## src/rtl/hilo_muldiv_pkg.sv

```systemverilog
// Shared ALU control codes and local definitions for the HI/LO multiply/divide unit.
// Optional feature macro used by this slice: MULDIV_FAST_MUL_EN (single-cycle multiply).
package hilo_muldiv_pkg;

  localparam logic [4:0] MULT_CONTROL  = 5'b11000;
  localparam logic [4:0] MULTU_CONTROL = 5'b11001;
  localparam logic [4:0] DIV_CONTROL   = 5'b11010;
  localparam logic [4:0] DIVU_CONTROL  = 5'b11011;
  localparam logic [4:0] MTHI_CONTROL  = 5'b11100;
  localparam logic [4:0] MTLO_CONTROL  = 5'b11101;

  localparam int unsigned ITERATIONS = 32;

  typedef enum logic [1:0] {
    S_IDLE,
    S_RUN,
    S_DONE
  } state_t;

  // Magnitude of a 32-bit operand when it is interpreted as signed.
  function automatic logic [31:0] abs32(input logic [31:0] v, input logic is_signed);
    return (is_signed && v[31]) ? (32'd0 - v) : v;
  endfunction

endpackage

```

## src/rtl/hilo_muldiv_div_core.sv

```systemverilog
// Unsigned iteration datapath shared by restoring division and shift-add multiply.
// o_hi_next/o_lo_next expose the result of the step taken at the next edge.
module div_core
  import hilo_muldiv_pkg::*;
#(
  parameter int unsigned WIDTH = 32
) (
  input  logic             clk,
  input  logic             resetn,
  input  logic             i_load,
  input  logic             i_step,
  input  logic             i_mul,
  input  logic [WIDTH-1:0] i_a,
  input  logic [WIDTH-1:0] i_b,
  output logic             o_last,
  output logic [WIDTH-1:0] o_hi_next,
  output logic [WIDTH-1:0] o_lo_next
);

  localparam int unsigned CW = $clog2(ITERATIONS);

  logic             r_mul;
  logic [WIDTH-1:0] r_b;
  logic [WIDTH-1:0] r_hi;
  logic [WIDTH-1:0] r_lo;
  logic [CW-1:0]    r_count;

  logic [WIDTH:0]   w_shift;
  logic [WIDTH:0]   w_diff;
  logic [WIDTH:0]   w_sum;

  // Divide: r_hi is the partial remainder, r_lo shifts dividend out and quotient in.
  // Multiply: {r_hi, r_lo} is the product accumulator with the multiplier in r_lo.
  always_comb begin
    w_shift   = {r_hi, r_lo[WIDTH-1]};
    w_diff    = w_shift - {1'b0, r_b};
    w_sum     = {1'b0, r_hi} + (r_lo[0] ? {1'b0, r_b} : '0);
    o_hi_next = r_hi;
    o_lo_next = r_lo;
    if (r_mul) begin
      o_hi_next = w_sum[WIDTH:1];
      o_lo_next = {w_sum[0], r_lo[WIDTH-1:1]};
    end else if (!w_diff[WIDTH]) begin
      o_hi_next = w_diff[WIDTH-1:0];
      o_lo_next = {r_lo[WIDTH-2:0], 1'b1};
    end else begin
      o_hi_next = w_shift[WIDTH-1:0];
      o_lo_next = {r_lo[WIDTH-2:0], 1'b0};
    end
  end

  assign o_last = (r_count == CW'(ITERATIONS - 1));

  always_ff @(posedge clk or negedge resetn) begin
    if (!resetn) begin
      r_mul   <= 1'b0;
      r_b     <= '0;
      r_hi    <= '0;
      r_lo    <= '0;
      r_count <= '0;
    end else if (i_load) begin
      r_mul   <= i_mul;
      r_b     <= i_b;
      r_hi    <= '0;
      r_lo    <= i_a;
      r_count <= '0;
    end else if (i_step) begin
      r_hi    <= o_hi_next;
      r_lo    <= o_lo_next;
      r_count <= r_count + 1'b1;
    end
  end

endmodule

```

## src/rtl/hilo_muldiv.sv

```systemverilog
// Execute-stage HI/LO unit: MULT/MULTU/DIV/DIVU/MTHI/MTLO with pipeline stall.
// Define MULDIV_FAST_MUL_EN for a single-cycle combinational multiply.
module hilo_muldiv
  import hilo_muldiv_pkg::*;
#(
  parameter int unsigned WIDTH = 32
) (
  input  logic             clk,
  input  logic             resetn,
  input  logic             start_i,
  input  logic [4:0]       alucontrol_i,
  input  logic [WIDTH-1:0] srca_i,
  input  logic [WIDTH-1:0] srcb_i,
  input  logic             flush_i,
  input  logic             hold_i,
  output logic             stall_o,
  output logic [WIDTH-1:0] hi_o,
  output logic [WIDTH-1:0] lo_o
);

  state_t r_state, w_next;

  logic r_is_mul, r_neg_lo, r_neg_hi;
  logic w_op_mul, w_op_div, w_op_mthi, w_op_mtlo, w_signed;
  logic w_iter, w_accept, w_launch, w_commit, w_last, w_sa, w_sb;
  logic [WIDTH-1:0]   w_core_hi, w_core_lo;
  logic [2*WIDTH-1:0] w_prod, w_result;

  assign w_op_mul  = (alucontrol_i == MULT_CONTROL) || (alucontrol_i == MULTU_CONTROL);
  assign w_op_div  = (alucontrol_i == DIV_CONTROL)  || (alucontrol_i == DIVU_CONTROL);
  assign w_op_mthi = (alucontrol_i == MTHI_CONTROL);
  assign w_op_mtlo = (alucontrol_i == MTLO_CONTROL);
  assign w_signed  = (alucontrol_i == MULT_CONTROL) || (alucontrol_i == DIV_CONTROL);
  assign w_sa      = w_signed & srca_i[WIDTH-1];
  assign w_sb      = w_signed & srcb_i[WIDTH-1];

`ifdef MULDIV_FAST_MUL_EN
  logic [2*WIDTH-1:0] w_fast_prod;
  assign w_iter      = w_op_div;
  assign w_fast_prod = {{WIDTH{w_sa}}, srca_i} * {{WIDTH{w_sb}}, srcb_i};
`else
  assign w_iter      = w_op_div | w_op_mul;
`endif

  assign w_accept = start_i && (r_state == S_IDLE) && !flush_i
                    && (w_op_mul || w_op_div || w_op_mthi || w_op_mtlo);
  assign w_launch = w_accept && w_iter && !(w_op_div && (srcb_i == '0));
  assign w_commit = (r_state == S_RUN) && !flush_i && w_last;

  div_core #(.WIDTH(WIDTH)) u_core (
    .clk       (clk),
    .resetn    (resetn),
    .i_load    (w_launch),
    .i_step    (r_state == S_RUN),
    .i_mul     (w_op_mul),
    .i_a       (abs32(srca_i, w_signed)),
    .i_b       (abs32(srcb_i, w_signed)),
    .o_last    (w_last),
    .o_hi_next (w_core_hi),
    .o_lo_next (w_core_lo)
  );

  // Sign fixup on the final step result: whole 64-bit negate for multiply,
  // separate quotient/remainder negates for divide.
  always_comb begin
    w_prod = {w_core_hi, w_core_lo};
    if (r_is_mul)
      w_result = r_neg_lo ? ('0 - w_prod) : w_prod;
    else
      w_result = {r_neg_hi ? ('0 - w_core_hi) : w_core_hi,
                  r_neg_lo ? ('0 - w_core_lo) : w_core_lo};
  end

  always_ff @(posedge clk or negedge resetn) begin
    if (!resetn) r_state <= S_IDLE;
    else         r_state <= w_next;
  end

  always_comb begin
    w_next = r_state;
    case (r_state)
      S_IDLE:  if (w_launch) w_next = S_RUN;
      S_RUN:   if (flush_i) w_next = S_IDLE;
               else if (w_last) w_next = S_DONE;
      S_DONE:  if (!hold_i) w_next = S_IDLE;
      default: w_next = S_IDLE;
    endcase
  end

  always_comb begin
    stall_o = w_launch || ((r_state == S_RUN) && !flush_i);
  end

  always_ff @(posedge clk or negedge resetn) begin
    if (!resetn) begin
      r_is_mul <= 1'b0;
      r_neg_lo <= 1'b0;
      r_neg_hi <= 1'b0;
      hi_o     <= '0;
      lo_o     <= '0;
    end else begin
      if (w_launch) begin
        r_is_mul <= w_op_mul;
        r_neg_lo <= w_sa ^ w_sb;
        r_neg_hi <= w_sa;
      end
      if (w_accept && w_op_mthi) hi_o <= srca_i;
      if (w_accept && w_op_mtlo) lo_o <= srca_i;
`ifdef MULDIV_FAST_MUL_EN
      if (w_accept && w_op_mul) {hi_o, lo_o} <= w_fast_prod;
`endif
      if (w_commit) {hi_o, lo_o} <= w_result;
    end
  end

endmodule

```

## config.mk

```make
export PLATFORM = sky130hd
export DESIGN_NAME = hilo_muldiv
export DESIGN_NICKNAME = d
export VERILOG_FILES = /design/src/rtl/hilo_muldiv_pkg.sv /design/src/rtl/hilo_muldiv_div_core.sv /design/src/rtl/hilo_muldiv.sv
export SDC_FILE = /design/constraint.sdc
export NUM_CORES = 1
export LEC_CHECK = 0
export CORE_MARGIN = 5
export CORE_UTILIZATION = 45
export CTS_BUF_LIST = sky130_fd_sc_hd__clkbuf_4 sky130_fd_sc_hd__clkbuf_8
export CTS_CLUSTER_DIAMETER = 100
export CTS_CLUSTER_SIZE = 10
export DETAILED_ROUTE_END_ITERATION = 12
export HOLD_SLACK_MARGIN = 0.02
export PLACE_DENSITY_LB_ADDON = 0.25
export SYNTH_ARGS = -nofsm -noshare
export SYNTH_HDL_FRONTEND = slang
export SYNTH_SLANG_ARGS = --single-unit
```

## constraint.sdc

```tcl
create_clock -name clk -period 5.3 [get_ports clk]
set_input_delay 0.53 -clock clk [delete_from_list [all_inputs] [get_ports clk]]
set_output_delay 0.53 -clock clk [all_outputs]
set_load 0.05 [all_outputs]
```

==> metrics.txt <==
nets in the synthesized netlist=2174; largest family of logic cells by synthesized area=compound AO/OA/AOI/OAI gates; vias in the first global route=15600; ordered list of cells on the worst path=ha_2 > nand3_2 > or3_1 > a211oi_4 > a2111o_2 > o21ai_4 > nand3_4 > a21boi_4 > ha_1 > o21ai_0 > or2_2 > nor4bb_4 > nand2_1 > or3_1 > or2_2 > a21oi_1 > nand4_1 > o21ai_1 > xor2_1 > a21oi_1; area growth from synthesis to final layout=17.3%; sink count of the clock tree=170; overall overflow remaining after global route=0; total power density per cell area=625 mW/mm^2; boundary pin count=139; setup clock skew after layout=0.0277 ns; signal arrival time at the worst endpoint=5.45 ns; Routed Wire Length=59600 um; register-to-register setup slack=0.24 ns; Max Fanout on Critical Path=6; status=completed; compound-gate portion of the synthesized area=26.2%; simple-gate share of the synthesized area=22.6%; setup violation total in the final timing report=0; share of the clock period used by the worst path=95.5%; post-synthesis async set-or-reset flop share=100%; horizontal extent of the die=198 um; highest clock rate=198 MHz; gr usage total=29.6%; worst-case headroom to the max-slew limit=19.4%; worst hold-check slack=0.0574 ns; highest routed metal layer=met4; share of post-route cells with drive strength above 1=10.2%; CTS Buffer Depth=2; Post-layout nets=2314; highest-count cells in the layout ignoring fill and taps=239 x nand2_1, 206 x o21ai_0, 169 x dfrtp_1; CORE AREA=0.0347 sq mm; class of the worst hold path=in2async; met2 WL post-DR=25600 um; total via count after detailed routing=16500; Worst setup SP type=flop; register area share after synthesis=26.8%; length of the first detailed-routing pass in iterations=6; Tmin final=5.06 ns; worst-case vdd ir drop=0.278 mV; Syn Area/Cell=7.83 sq um; kind of end point of the critical path=flop; Metal-1 WL=26400 um; number of hold violations in the final report=0; category of the most critical setup path=reg2reg; Initial Util=45.8%; Required @ worst endpoint=5.69 ns; Crit-path slowest cell=or3_1; Post-Synth XOR/XNOR Area=8.05%; global-route wire length before repair=91100 um; number of library cell types mapped by synthesis=107; Post-Synth Adder-Cell Area=5.76%; WL/cell=22.6 um; Fillers=3368; number of CTS-inserted buffers=17; DRC violation count after routing=0; commonest non-fill, non-tap cell in the layout=nand2_1; die footprint=0.0392 sq mm; leakage dissipation=7.86 nW; standard-cell row count=68; Met3 Wirelength=5250 um; TritonCTS clock tree=yes; Synthesis Warnings=0; clock latency of the later-clocked register in the worst-skew pair=0.53 ns; maximum single-stage delay on the critical path=0.45 ns; DP Wirelength=45200 um; pin count of the biggest net entering global routing=91; design area=0.0186 sq mm; FF+latch count, synth=170; Final Max Tran Viols=0; number of nets with antenna violations after routing=0; count of flip-flops with a built-in enable after synthesis=0; Port Buffer Count=138; number of instances in the synthesized netlist=2028; mux contribution to synthesized area=5.70%; hold_buf cts=0; Iteration-0 DRC Markers=1827; main flop type after synthesis=dfrtp_1; instance area at placement=0.0181 sq mm; Final Wtd Congestion=0.993; total of max-cap violations=0; synthesized area=0.0159 sq mm; post-DR vias/cell=6.24; slew at the pin closest to its max-slew limit=1.21 ns; CTS H-tree depth=4; height of the die=198 um; CTS Root Buffer Type=clkbuf_8; number of antenna violations at the first check in global routing=0; CTS clock-pin slew for the worst setup and hold paths=0.12 ns; post-layout total power=11.7 mW
-- power by group --
part	internal (mW)	switching, mW	total [mW]
sequential	1.67	0.439	2.10
clock	0.439	0.609	1.05
combinational	3.34	5.17	8.50
total	5.44	6.22	11.7
-- worst paths after layout --
path / startpoint / to / cells after the start
max in group asynchronous: resetn / u_core.r_hi[15] / 2
min reg2reg: u_core.r_b[25] / u_core.r_b[25] / 2
min: resetn / u_core.r_b[6] / 1
max reg2reg: u_core.r_hi[23] / hi_o[30] / 20
min in group clk: u_core.r_b[25] / u_core.r_b[25] / 2
max: u_core.r_hi[23] / hi_o[30] / 20
-- synth_stat cells (15+ instances only) --
cell type,instances,area [sq um]
o21ai_0,206,1030
xor2_1,54,473
a21oi_1,144,721
nor2_1,143,537
mux2i_1,68,681
nand2_1,241,905
ha_1,70,876
nand4_1,20,125
buf_2,17,85.1
dfrtp_1,170,4250
nor3_1,58,290
a21o_1,29,218
nor2b_1,25,156
a211oi_1,30,225
or3_1,17,106
o211ai_1,18,135
and3_1,17,106
o221ai_1,18,158
xnor2_1,92,806
clkbuf_1,75,282
nand3b_1,15,113
mux2_2,20,225
and2_1,53,332
nand3_1,58,290
inv_1,77,289
a31oi_1,23,144
o31ai_1,25,188
-- flip-flops by register name, indices dropped and copies added, names as in the netlist --
| signal | flops |
|---|---|
| hi_o | 32 |
| r_is_mul | 1 |
| r_neg_lo | 1 |
| r_state | 2 |
| u_core.r_lo | 32 |
| u_core.r_b | 32 |
| u_core.r_count | 5 |
| lo_o | 32 |
| u_core.r_hi | 32 |
| r_neg_hi | 1 |
-- final cells by class --
| class | instances | area (sq um) | area share, % |
|---|---|---|---|
| well taps | 455 | 569 | 3.05 |
| clock inverters | 15 | 185 | 0.993 |
| diodes | 1 | 2.50 | 0.0134 |
| clock buffers | 17 | 234 | 1.26 |
| repair buffers | 232 | 2110 | 11.3 |
| flip-flops and latches | 170 | 4260 | 22.8 |
| multi-input cells | 1670 | 11000 | 59.0 |
| inverters | 77 | 289 | 1.55 |
-- critical path: cells and delay by family, from the launching register on --
kind            cells  cell delay [ns]
flops               1             0.43
simple gates        9             2.32
fa+ha+maj           2             0.58
xor+xnor            1             0.16
compound gates      8             1.46
-- timing repair --
action                                  in CTS  in global routing
endpoints found under the hold margin        0                  0
buffers inserted                             0                  2
resized for setup                            0                 17
endpoints found under the setup margin       0                 15
-- stage by stage --
step                util (%)  setup slack [ns]  setup TNS (ns)  cells
detailed placement      52.2             0.133               0   2602
global route            53.7           -0.0405         -0.0590   2636
floorplan                  -             0.171               0   2028
CTS                     53.4            0.0949               0   2634
global placement        52.2             0.247               0   2602
finish                  53.7             0.240               0   2637
-- kinds of logic after synthesis --
group                      Yosys count
and+or+nand+nor                    727
AOI/OAI and AO/OA                  637
buffers and inverters              188
DFF                                170
xor gates and xnor gates           146
muxes                               88
adders and majority gates           72
-- routing by layer --
metal,vias up,track usage (%)
li1,7651,-
met2,745,43.9
met4,0,11.3
met5,-,0
met3,134,6.84
met1,7932,42.0
No activity file was read; power rests on OpenSTA's default activity.
